**src/rtl/auth_pkg.sv**
```systemverilog
// Shared types and constants for the rider-authorisation controller.
package auth_pkg;

    // Controller states; any other 3-bit pattern is treated as OFF.
    typedef enum logic [2:0] {
        ST_OFF      = 3'd0,
        ST_KEY      = 3'd1,
        ST_ON       = 3'd2,
        ST_STOPPING = 3'd3,
        ST_LOCKED   = 3'd4
    } state_t;

    localparam logic [7:0] DEF_GO_CODE   = 8'h67;
    localparam logic [7:0] DEF_STOP_CODE = 8'h73;

    // Width of the shared timer: wide enough to hold the largest limit.
    function automatic int tmr_w(input int hb, input int to, input int lock);
        int m;
        m = hb;
        if (to > m)   m = to;
        if (lock > m) m = lock;
        return $clog2(m + 1);
    endfunction

endpackage

```
**src/rtl/auth_timer.sv**
```systemverilog
// Shared saturating up-counter used for PIN timeout, heartbeat and lockout.
module auth_timer #(
    parameter int W = 8
) (
    input  logic         clk,
    input  logic         rst,
    input  logic         clr_i,
    input  logic [W-1:0] limit_i,
    output logic         expire_o
);

    logic [W-1:0] cnt_q;

    // Count up, hold at all-ones, restart on clear.
    always_ff @(posedge clk) begin
        if (rst || clr_i) begin
            cnt_q <= '0;
        end else if (cnt_q != '1) begin
            cnt_q <= cnt_q + 1'b1;
        end
    end

    // Expiry is flagged in the last cycle of the window so the state
    // transition lands exactly limit cycles after the clear.
    assign expire_o = (cnt_q == limit_i - 1'b1);

endmodule

```
**src/rtl/auth_ctrl.sv**
```systemverilog
// Rider-authorisation controller: go code, multi-byte PIN, heartbeat
// watchdog, PIN-entry timeout and lockout after repeated failures.
module auth_ctrl
    import auth_pkg::*;
#(
    parameter logic [7:0]            GO_CODE     = DEF_GO_CODE,
    parameter logic [7:0]            STOP_CODE   = DEF_STOP_CODE,
    parameter int                    KEY_LEN     = 2,
    parameter logic [8*KEY_LEN-1:0]  KEY         = 16'hA55A,
    parameter int                    HB_CYCLES   = 50_000_000,
    parameter int                    TO_CYCLES   = 25_000_000,
    parameter int                    MAX_FAILS   = 3,
    parameter int                    LOCK_CYCLES = 250_000_000
) (
    input  logic       clk,
    input  logic       rst,
    input  logic       rx_rdy,
    input  logic [7:0] rx_data,
    input  logic       rider_off,
    output logic       clr_rdy,
    output logic       pwr_up,
    output logic       locked,
    output logic       auth_fail
);

    localparam int TW     = tmr_w(HB_CYCLES, TO_CYCLES, LOCK_CYCLES);
    localparam int KIDX_W = (KEY_LEN > 1) ? $clog2(KEY_LEN) : 1;
    localparam int FW     = $clog2(MAX_FAILS + 1);

    localparam logic [TW-1:0]     HB_LIM   = TW'(HB_CYCLES);
    localparam logic [TW-1:0]     TO_LIM   = TW'(TO_CYCLES);
    localparam logic [TW-1:0]     LOCK_LIM = TW'(LOCK_CYCLES);
    localparam logic [KIDX_W-1:0] KEY_LAST = KIDX_W'(KEY_LEN - 1);
    localparam logic [FW-1:0]     FAIL_MAX = FW'(MAX_FAILS);

    state_t            state_q, state_d;
    logic [KIDX_W-1:0] key_idx_q, key_idx_d;
    logic              mismatch_q, mismatch_d;
    logic [FW-1:0]     fail_q, fail_d;
    logic              auth_fail_d;
    logic              pwr_up_q, locked_q, auth_fail_q;

    logic              tmr_clr;
    logic [TW-1:0]     tmr_limit;
    logic              expire;

    // PIN split into bytes, most-significant byte expected first.
    logic [7:0] key_bytes [KEY_LEN];
    generate
        for (genvar gi = 0; gi < KEY_LEN; gi++) begin : g_key_bytes
            assign key_bytes[gi] = KEY[8*(KEY_LEN-1-gi) +: 8];
        end
    endgenerate

    // Every byte is consumed the cycle it is presented, in every state.
    assign clr_rdy = rx_rdy;

    // Timer restarts on any transition and on bytes, except bytes during
    // lockout so a babbling link cannot extend the lockout.
    assign tmr_clr = (state_d != state_q) || (rx_rdy && (state_q != ST_LOCKED));

    // Limit follows whichever window the current state is timing.
    always_comb begin
        tmr_limit = HB_LIM;
        case (state_q)
            ST_KEY:    tmr_limit = TO_LIM;
            ST_LOCKED: tmr_limit = LOCK_LIM;
            default:   tmr_limit = HB_LIM;
        endcase
    end

    auth_timer #(.W(TW)) u_timer (
        .clk      (clk),
        .rst      (rst),
        .clr_i    (tmr_clr),
        .limit_i  (tmr_limit),
        .expire_o (expire)
    );

    // Next-state logic, PIN comparison and failure accounting.
    always_comb begin
        logic fail_evt;
        logic mm;
        state_d     = state_q;
        key_idx_d   = key_idx_q;
        mismatch_d  = mismatch_q;
        fail_d      = fail_q;
        auth_fail_d = 1'b0;
        fail_evt    = 1'b0;
        mm          = mismatch_q;

        case (state_q)
            ST_OFF: begin
                if (rx_rdy && (rx_data == GO_CODE)) begin
                    state_d    = ST_KEY;
                    key_idx_d  = '0;
                    mismatch_d = 1'b0;
                end
            end
            ST_KEY: begin
                // A GO_CODE here is just another PIN byte.
                if (rx_rdy) begin
                    mm = mismatch_q | (rx_data != key_bytes[key_idx_q]);
                    if (key_idx_q == KEY_LAST) begin
                        if (!mm) begin
                            state_d = ST_ON;
                            fail_d  = '0;
                        end else begin
                            fail_evt = 1'b1;
                        end
                    end else begin
                        key_idx_d  = key_idx_q + 1'b1;
                        mismatch_d = mm;
                    end
                end else if (expire) begin
                    fail_evt = 1'b1;
                end
            end
            ST_ON: begin
                if (rx_rdy) begin
                    if (rx_data == STOP_CODE) begin
                        state_d = rider_off ? ST_OFF : ST_STOPPING;
                    end
                end else if (expire) begin
                    state_d = rider_off ? ST_OFF : ST_STOPPING;
                end
            end
            ST_STOPPING: begin
                // Power is held until the rider leaves; GO re-arms without PIN.
                if (rx_rdy && (rx_data == GO_CODE)) begin
                    state_d = ST_ON;
                end else if (rider_off) begin
                    state_d = ST_OFF;
                end
            end
            ST_LOCKED: begin
                if (expire) begin
                    state_d = ST_OFF;
                    fail_d  = '0;
                end
            end
            default: state_d = ST_OFF;
        endcase

        if (fail_evt) begin
            fail_d      = fail_q + 1'b1;
            auth_fail_d = 1'b1;
            state_d     = (fail_d == FAIL_MAX) ? ST_LOCKED : ST_OFF;
        end
    end

    // State, PIN progress, failure count and registered output decode.
    always_ff @(posedge clk) begin
        if (rst) begin
            state_q     <= ST_OFF;
            key_idx_q   <= '0;
            mismatch_q  <= 1'b0;
            fail_q      <= '0;
            pwr_up_q    <= 1'b0;
            locked_q    <= 1'b0;
            auth_fail_q <= 1'b0;
        end else begin
            state_q     <= state_d;
            key_idx_q   <= key_idx_d;
            mismatch_q  <= mismatch_d;
            fail_q      <= fail_d;
            pwr_up_q    <= (state_d == ST_ON) || (state_d == ST_STOPPING);
            locked_q    <= (state_d == ST_LOCKED);
            auth_fail_q <= auth_fail_d;
        end
    end

    assign pwr_up    = pwr_up_q;
    assign locked    = locked_q;
    assign auth_fail = auth_fail_q;

endmodule

```
**config.mk**
```make
export PLATFORM = sky130hd
export DESIGN_NAME = auth_ctrl
export DESIGN_NICKNAME = d
export VERILOG_FILES = /design/src/rtl/auth_pkg.sv /design/src/rtl/auth_timer.sv /design/src/rtl/auth_ctrl.sv
export SDC_FILE = /design/constraint.sdc
export NUM_CORES = 1
export LEC_CHECK = 0
export ABC_CLOCK_PERIOD_IN_PS = 3200
export BUFFER_PORTS_ARGS = -buffer_cell sky130_fd_sc_hd__buf_4
export CORE_MARGIN = 5
export CORE_UTILIZATION = 50
export CTS_CLUSTER_SIZE = 20
export DETAILED_ROUTE_END_ITERATION = 8
export PLACE_DENSITY = 0.68
export SKIP_CTS_REPAIR_TIMING = 1
export SYNTH_ARGS = -nofsm -noshare
export SYNTH_HDL_FRONTEND = slang
export SYNTH_SLANG_ARGS = --single-unit
export TNS_END_PERCENT = 50
```
**constraint.sdc**
```tcl
create_clock -name clk -period 3.2 [get_ports clk]
set_input_delay 0.16 -clock clk [delete_from_list [all_inputs] [get_ports clk]]
set_output_delay 0.16 -clock clk [all_outputs]
set_load 0.05 [all_outputs]
```
==> qor.txt, run 1 <==
Drt total wl -> 4890 microns
Core box area -> 4660 sq um
Setup Crit Path Kind -> register to register
Max Slew Vio Count -> 0
Final setup vio count -> 0
First-pass GRT wire length -> 8810 microns
First drt pass iteration count -> 4
Leading area contributor after synthesis -> dfxtp_1
Clock Pin Slew Worst Setup and Hold Paths -> 0.08 ns
Initial core utilization -> 50.9%
# IOs -> 16
Maximum clock path buffer count -> 2
CTS Root Buffer Type -> clkbuf_8
Area Overhead vs Synth -> 9.12%
Synthesized instance count -> 264
Period utilization -> 90.5%
Layout net count -> 295
Min-delay worst type -> input port to register
Crit path DAT -> 3.08 ns
CP Capture Type -> register
Sequential share of power -> 53.5%
Most instantiated cells after synthesis -> 38 x dfxtp_1, 26 x nor2_1, 22 x nor3_2
EDFF count, synth -> 0
Max FO, Critical Path -> 23
WP data required -> 3.39 ns
Cell Rows -> 25
Synth top area share -> 32.1%
Syn avg cell area -> 8.99 sq um
Switch share -> 26.8%
Status -> complete, no violations
Yosys warnings -> 0
Minimum clock period after layout -> 2.89 ns
Leak Pwr -> 0.853 nW
Sw Pwr -> 0.242 mW
Initial DRC Count -> 101
Maximum vdd drop -> 209 uV
GRT overflow -> 0
Via density -> 5.73
TritonCTS clock tree -> yes
Share of cells above drive strength 1 -> 26.1%
Die height -> 78.9 microns
Final ANT Viol Nets -> 0
Antenna violations before repair -> 0
Most common flop cell mapped by yosys -> dfxtp_1
Startpoint types -> register
Die W -> 78.9 microns
Number of port buffers -> 15
WL/cell -> 14.6 microns
Post-synthesis sequential area ratio -> 32.1%
Vias in the first global route -> 1,883
Final hold violations -> 0
Total global routing track utilization -> 17.4%
Unrepaired setup endpoints after global routing -> no
Drc violations -> 0
Design Power -> 0.902 mW
CTS H-tree depth -> 2
Final setup skew -> 0.00790 ns
Most frequent cell after synthesis -> dfxtp_1
Synth Register Bits -> 38
Clk sinks -> 38
Vias post-DR -> 1,914
CTS Buf Count -> 5
Pint -> 0.660 mW
Synth Cell Area -> 2370 sq um
Comb pwr share -> 11.9%
Setup TNS -> 0 ns
Maximum clock frequency -> 345 MHz
Largest net degree at the start of global routing -> 24
Syn Nets -> 279
Later-pin clock latency in the skew report -> 0.29 ns
Clock power frac -> 34.7%
Synth unique cells -> 60
Routability cong. -> 0.868
Die area -> 6220 sq um
Asr flop ratio synth -> 0%
N_diodes -> 0
Power per Cell Area -> 348 nW/um^2
Top post-synthesis cells by area -> dfxtp_1 32%, nor3_2 9.3%, xnor2_1 5.9%
Hpwl dp -> 3660 microns
Max Cap Viol -> 0
[per-stage QoR]
stage | cells | area, sq um | util (%) | setup WS [ns] | hold WS, ns
2_1_floorplan | 264 | 2370 | - | 0.359 | 0.406
3_3_place_gp | 327 | 2510 | 53.9 | 0.426 | 0.425
3_5_place_dp | 327 | 2510 | 53.9 | 0.309 | 0.424
4_1_cts | 334 | 2590 | 55.5 | 0.292 | 0.117
5_1_grt | 334 | 2590 | 55.5 | 0.0153 | 0.131
6_report | 334 | 2590 | 55.5 | 0.306 | 0.125
[registers in the layout (all words and copies together), names as in the netlist]
name and count:
fail_q 2, key_idx_q 1, u_timer.cnt_q 28, state_q 3
pwr_up 1, locked 1, mismatch_q 1, auth_fail 1
[cell usage in the layout, fill, tap and decap left out, types with 2 or more instances in the layout]
cell type and n:
a211oi_1 2, a211oi_2 2, a21oi_1 8, a31oi_1 2, and2b_2 2, and3_1 2
buf_4 21, clkbuf_8 5, clkinv_2 2, dfxtp_1 38, ha_1 3, inv_1 10
nand2_1 20, nand2b_1 6, nand3_1 7, nand3b_1 2, nand4_1 2, nand4b_1 3
nor2_1 26, nor3_1 14, nor3_2 22, nor3b_1 2, nor4_1 9, nor4b_1 5
o21ai_0 4, or3_1 2, or4_1 3, or4_4 2, xnor2_1 16, xor2_1 9
[routing by layer]
metal	track usage (%)	wire length, microns	share of wire, %	vias to the layer above
li1	-	-	-	976
met1	22.8	2380	49	903
met2	29.2	2310	47	30
met3	3.63	164	3.4	5
met4	4.47	31	0.63	0
met5	0	0	0	-
[cell families after synthesis]
logic type / after synthesis / synth area share (%)
other cells: 1 / 0.158
simple gates: 141 / 38.8
fa+ha+maj: 3 / 1.58
mux: 2 / 1.05
xor+xnor: 25 / 9.23
flops: 38 / 32.1
buf+inv: 23 / 6.12
compound gates: 31 / 11.0
[power groups by stage]
stage                     combinational [mW]  sequential (mW)  clock [mW]
after global routing                   0.117            0.483       0.340
after detailed placement               0.108            0.493           0
after floorplan                        0.104            0.491           0
final                                  0.107            0.482       0.313
after CTS                              0.108            0.482       0.322
after global placement                 0.106            0.493           0
[worst max-delay path, cell delays in order (launching register included)]
cell	delay, ns
dfxtp_1	0.42
nor3b_2	0.22
inv_1	0.09
ha_1	0.29
xnor2_1	0.12
nor4_1	0.27
o2111ai_2	0.21
nor2_1	0.22
a211oi_2	0.12
mux2_4	0.48
a2111oi_2	0.32
[cell type report]
class | count | area [sq um]
fillers | 449 | 2070
multi-input cells | 203 | 1470
flip-flops and latches | 38 | 761
repair buffers | 22 | 178
clock buffers | 5 | 68.8
well taps | 54 | 67.6
inverters | 10 | 37.5
clock inverters | 2 | 10.0
[worst paths after layout]
kind | cells past startpoint | endpoint | from | slack (ns)
worst max-delay path | 10 | u_timer.cnt_q[24] | state_q[1] | 0.31
worst min-delay path | 2 | fail_q[1] | rst | 0.13
worst min register to register | 2 | mismatch_q | mismatch_q | 0.48
worst max register to register | 10 | u_timer.cnt_q[24] | state_q[1] | 0.31
Note: power is estimated with default switching activity, not from simulation.
==> run 2: changes to the inputs <==
CTS_CLUSTER_DIAMETER = 200   (was not set)
RECOVER_POWER = 25   (was not set)
==> qor.txt, run 2 (same netlist as run 1, synthesis figures left out) <==
Status -> complete, no violations
Share of cells above drive strength 1 -> 23.6%
Critical Path Start -> state_q[1]
Initial core utilization -> 50.9%
CP Buf/Inv Count -> 1
Final ANT Viol Nets -> 0
Top reg by flops -> u_timer.cnt_q
Via density -> 5.70
Slew of the pin with the lowest slew margin -> 0.602 ns
Post-Place Setup Slack -> 0.309 ns
Max stage delay on crit path -> 0.48 ns
Die W -> 78.9 microns
CTS Root Buffer Type -> clkbuf_8
Antenna violations before repair -> 0
CTS H-tree depth -> 2
Met2 track demand over resource -> 29.2%
Fin area -> 2560 sq um
Crit path DAT -> 3.09 ns
Setup Crit Path Kind -> register to register
GRT overflow -> 0
Layout net count -> 295
Grt met1 use -> 22.8%
Core box area -> 4660 sq um
Cell Rows -> 25
CP Capture Type -> register
# IOs -> 16
Maximum vdd drop -> 211 uV
M3 GR Usage -> 3.63%
Startpoint types -> register
Final Worst Setup Slack -> 0.301 ns
Unrepaired setup endpoints after global routing -> no
Routability cong. -> 0.868
Area Overhead vs Synth -> 7.91%
Number of port buffers -> 15
Max Slew Vio Count -> 0
CP Capture Point -> u_timer.cnt_q[24]
Min-delay worst type -> input port to register
Vias in the first global route -> 1,883
Final core utilization -> 54.9%
FF-to-FF End -> u_timer.cnt_q[24]
Largest net degree at the start of global routing -> 24
Final hold violations -> 0
Critical-path cell list -> nor3b_2 -> inv_1 -> ha_1 -> xnor2_1 -> nor4_1 -> o2111ai_1 -> nor2_1 -> a211oi_2 -> mux2_4 -> a2111oi_2
Drc violations -> 0
Clk sinks -> 38
Die area -> 6220 sq um
Period utilization -> 90.6%
Vias post-DR -> 1,904
Gr busiest metal -> met2
Worst reg2reg path depth -> 10
Clock Pin Slew Worst Setup and Hold Paths -> 0.08 ns
Initial DRC Count -> 103
Most common library cell in the layout ignoring fill and taps -> dfxtp_1
Crit-path slowest cell -> mux2_4
TritonCTS clock tree -> yes
Final setup skew -> 0.00747 ns
CTS Buf Count -> 5
Max Cap Viol -> 0
Reg-to-Reg Start -> state_q[1]
N_diodes -> 0
First drt pass iteration count -> 4
Leak Pwr -> 0.832 nW
First-pass GRT wire length -> 8810 microns
Setup TNS -> 0 ns
Crit. path cell count -> 10
Drt total wl -> 4860 microns
Crit-path leading delay family -> simple AND/OR/NAND/NOR gates
Max FO, Critical Path -> 23
Worst R2R Setup Slack -> 0.30 ns
WL/cell -> 14.6 microns
Number of flip-flops in the largest register -> 28
Most frequent cells in the layout -> 38 x dfxtp_1, 26 x nor2_1, 22 x nor3_2
Biggest regs -> u_timer.cnt_q: 28 flops, state_q: 3 flops, fail_q: 2 flops
Die height -> 78.9 microns
Fillcell total -> 455
Worst slew margin -> 60.1%
Maximum clock frequency -> 345 MHz
Power per Cell Area -> 352 nW/um^2
Maximum clock path buffer count -> 2
Area of placed instances -> 2510 sq um
Minimum clock period after layout -> 2.90 ns
WP data required -> 3.39 ns
Final setup vio count -> 0
Total global routing track utilization -> 17.4%
Later-pin clock latency in the skew report -> 0.29 ns
Hpwl dp -> 3660 microns
## run 2: per-stage QoR
stage / std cells / hold slack (ns) / power [mW]
6_report: 334 / 0.131 / 0.901
5_1_grt: 334 / 0.131 / 0.939
4_1_cts: 334 / 0.117 / 0.912
3_5_place_dp: 327 / 0.424 / 0.601
3_3_place_gp: 327 / 0.425 / 0.599
2_1_floorplan: 264 / 0.406 / 0.595
## run 2: worst min-delay path by stage
| stage | startpoint | to | slack (ns) | cells after the start |
|---|---|---|---|---|
| 3_3_place_gp | rst | fail_q[1] | 0.43 | 2 |
| 4_1_cts | rst | fail_q[1] | 0.12 | 2 |
| 2_1_floorplan | rider_off | pwr_up | 0.41 | 3 |
| 3_5_place_dp | rst | state_q[1] | 0.42 | 2 |
| 5_1_grt | rst | fail_q[0] | 0.13 | 2 |
| 6_report | rst | fail_q[1] | 0.13 | 2 |
## run 2: where the power goes
group	internal (mW)	switching, mW	total, mW
registers	0.476	0.00547	0.482
logic	0.0365	0.0702	0.107
clock network	0.146	0.166	0.313
## run 2: cell type report
type                            instances  area, sq um  area share [%]
Clock buffer                            5         68.8            2.69
Clock inverter                          2         10.0           0.391
Inverter                               10         37.5            1.47
Multi-Input combinational cell        203         1460            56.9
Sequential cell                        38          761            29.7
Tap cell                               54         67.6            2.64
Timing Repair Buffer                   22          159            6.21
## run 2: metal layers
layer  share of wire (%)  wire, microns  vias to the layer above
met5                   0              0                        -
met4                0.82             40                        0
met3                 3.8            183                        7
met2                  46           2250                       32
met1                  49           2390                      887
li1                    -              -                      978
==> run 3: changes to the inputs <==
PLACE_DENSITY = 0.77   (was 0.68)
==> qor.txt, run 3 (same netlist as run 1, synthesis figures left out) <==
CTS H-tree depth -> 2
Sequential share of power -> 51.6%
TritonCTS clock tree -> yes
N_diodes -> 0
CTS Root Buffer Type -> clkbuf_8
CP Capture Type -> register
Final hold violations -> 0
Leak Pwr -> 0.834 nW
Biggest regs -> u_timer.cnt_q: 28 flops, state_q: 3 flops, fail_q: 2 flops
Max FO, Critical Path -> 23
Min-delay worst type -> input port to register
Number of flip-flops in the largest register -> 28
Final setup vio count -> 0
Drt total wl -> 4920 microns
First-pass GRT wire length -> 8290 microns
Setup Crit Path Kind -> register to register
Clk sinks -> 38
Crit path DAT -> 3.05 ns
Vias in the first global route -> 1,802
GRT overflow -> 0
Die area -> 6220 sq um
Power per Cell Area -> 363 nW/um^2
Worst slew margin -> 46.3%
WL/cell -> 14.7 microns
Antenna violations before repair -> 0
Max Slew Vio Count -> 0
Area Overhead vs Synth -> 8.44%
Startpoint types -> register
WP data required -> 3.40 ns
Unrepaired setup endpoints after global routing -> no
Clock power frac -> 37.2%
Area of placed instances -> 2500 sq um
Die height -> 78.9 microns
Die W -> 78.9 microns
Setup TNS -> 0 ns
Fin area -> 2570 sq um
Share of cells above drive strength 1 -> 23.9%
Vias post-DR -> 1,934
Non-filler cells in the finished layout -> 334
Later-pin clock latency in the skew report -> 0.30 ns
Drc violations -> 0
Most common library cell in the layout ignoring fill and taps -> dfxtp_1
Most frequent cells in the layout -> 38 x dfxtp_1, 26 x nor2_1, 22 x nor3_2
Comb pwr share -> 11.2%
Largest net degree at the start of global routing -> 29
Hpwl dp -> 3570 microns
CTS Buf Count -> 5
Initial DRC Count -> 72
Core box area -> 4660 sq um
Sw Pwr -> 0.249 mW
Initial core utilization -> 50.9%
Period utilization -> 89.1%
Maximum clock frequency -> 351 MHz
Clock Pin Slew Worst Setup and Hold Paths -> 0.08 ns
First drt pass iteration count -> 4
Max Cap Viol -> 0
# IOs -> 16
Via density -> 5.79
Post-Place Setup Slack -> 0.363 ns
Layout net count -> 294
Cell Rows -> 25
Top reg by flops -> u_timer.cnt_q
Number of port buffers -> 15
Final setup skew -> 0.00467 ns
Total global routing track utilization -> 16.7%
Final Worst Setup Slack -> 0.350 ns
Routability cong. -> 0.894
Final core utilization -> 55.2%
Pint -> 0.685 mW
Max stage delay on crit path -> 0.48 ns
Switch share -> 26.6%
Slew of the pin with the lowest slew margin -> 0.802 ns
Maximum vdd drop -> 373 uV
Final ANT Viol Nets -> 0
Maximum clock path buffer count -> 2
Placed cells -> 326
Status -> complete, no violations
Critical-path cell list -> nor3b_2 -> inv_1 -> ha_1 -> xnor2_1 -> nor4_1 -> o2111ai_1 -> nor2_1 -> a211oi_2 -> mux2_4 -> a2111oi_2
Crit-path slowest cell -> mux2_4
Minimum clock period after layout -> 2.85 ns
==> run 3: power by group through the flow <==
stage | Clock, mW | Sequential [mW] | Combinational (mW)
after CTS | 0.361 | 0.481 | 0.106
final | 0.348 | 0.482 | 0.105
after global placement | 0 | 0.493 | 0.106
after detailed placement | 0 | 0.493 | 0.106
after global routing | 0.380 | 0.482 | 0.114
after floorplan | 0 | 0.491 | 0.104
==> run 3: worst paths after layout <==
check / from / endpoint / slack, ns / cells after the start
setup reg to reg: state_q[1] / u_timer.cnt_q[24] / 0.35 / 10
hold / removal: rst / mismatch_q / 0.12 / 2
setup / recovery: state_q[1] / u_timer.cnt_q[24] / 0.35 / 10
hold reg to reg: mismatch_q / mismatch_q / 0.48 / 2
==> run 3: layout make-up <==
type                            instances  area, sq um
Timing Repair Buffer                   21          155
Clock inverter                          2         12.5
Multi-Input combinational cell        203         1460
Clock buffer                            6         82.6
Inverter                               10         37.5
Fill cell                             417         2090
Sequential cell                        38          761
Tap cell                               54         67.6
==> run 3: per-layer routing <==
layer | GRT usage, % | share of wire (%) | up-vias
li1 | - | - | 971
met1 | 21.3 | 47 | 928
met2 | 27.9 | 48 | 29
met3 | 3.74 | 3.2 | 6
met4 | 5.67 | 1.4 | 0
met5 | 0 | 0 | -
==> run 3: through the flow <==
step / total power, mW / hold WS, ns
after CTS: 0.948 / 0.112
after global placement: 0.598 / 0.429
after global routing: 0.976 / 0.125
after floorplan: 0.595 / 0.406
after detailed placement: 0.599 / 0.429
final: 0.934 / 0.120
==> run 3: worst max-delay path, delay by kind of cell (launching register included) <==
family | cells | cell delay (ns)
flip-flops | 1 | 0.41
buffers and inverters | 1 | 0.08
multiplexers | 1 | 0.48
AO/OA/AOI/OAI | 3 | 0.68
AND/OR/NAND/NOR | 3 | 0.69
adder cells (fa/ha/maj) | 1 | 0.28
XOR/XNOR | 1 | 0.12
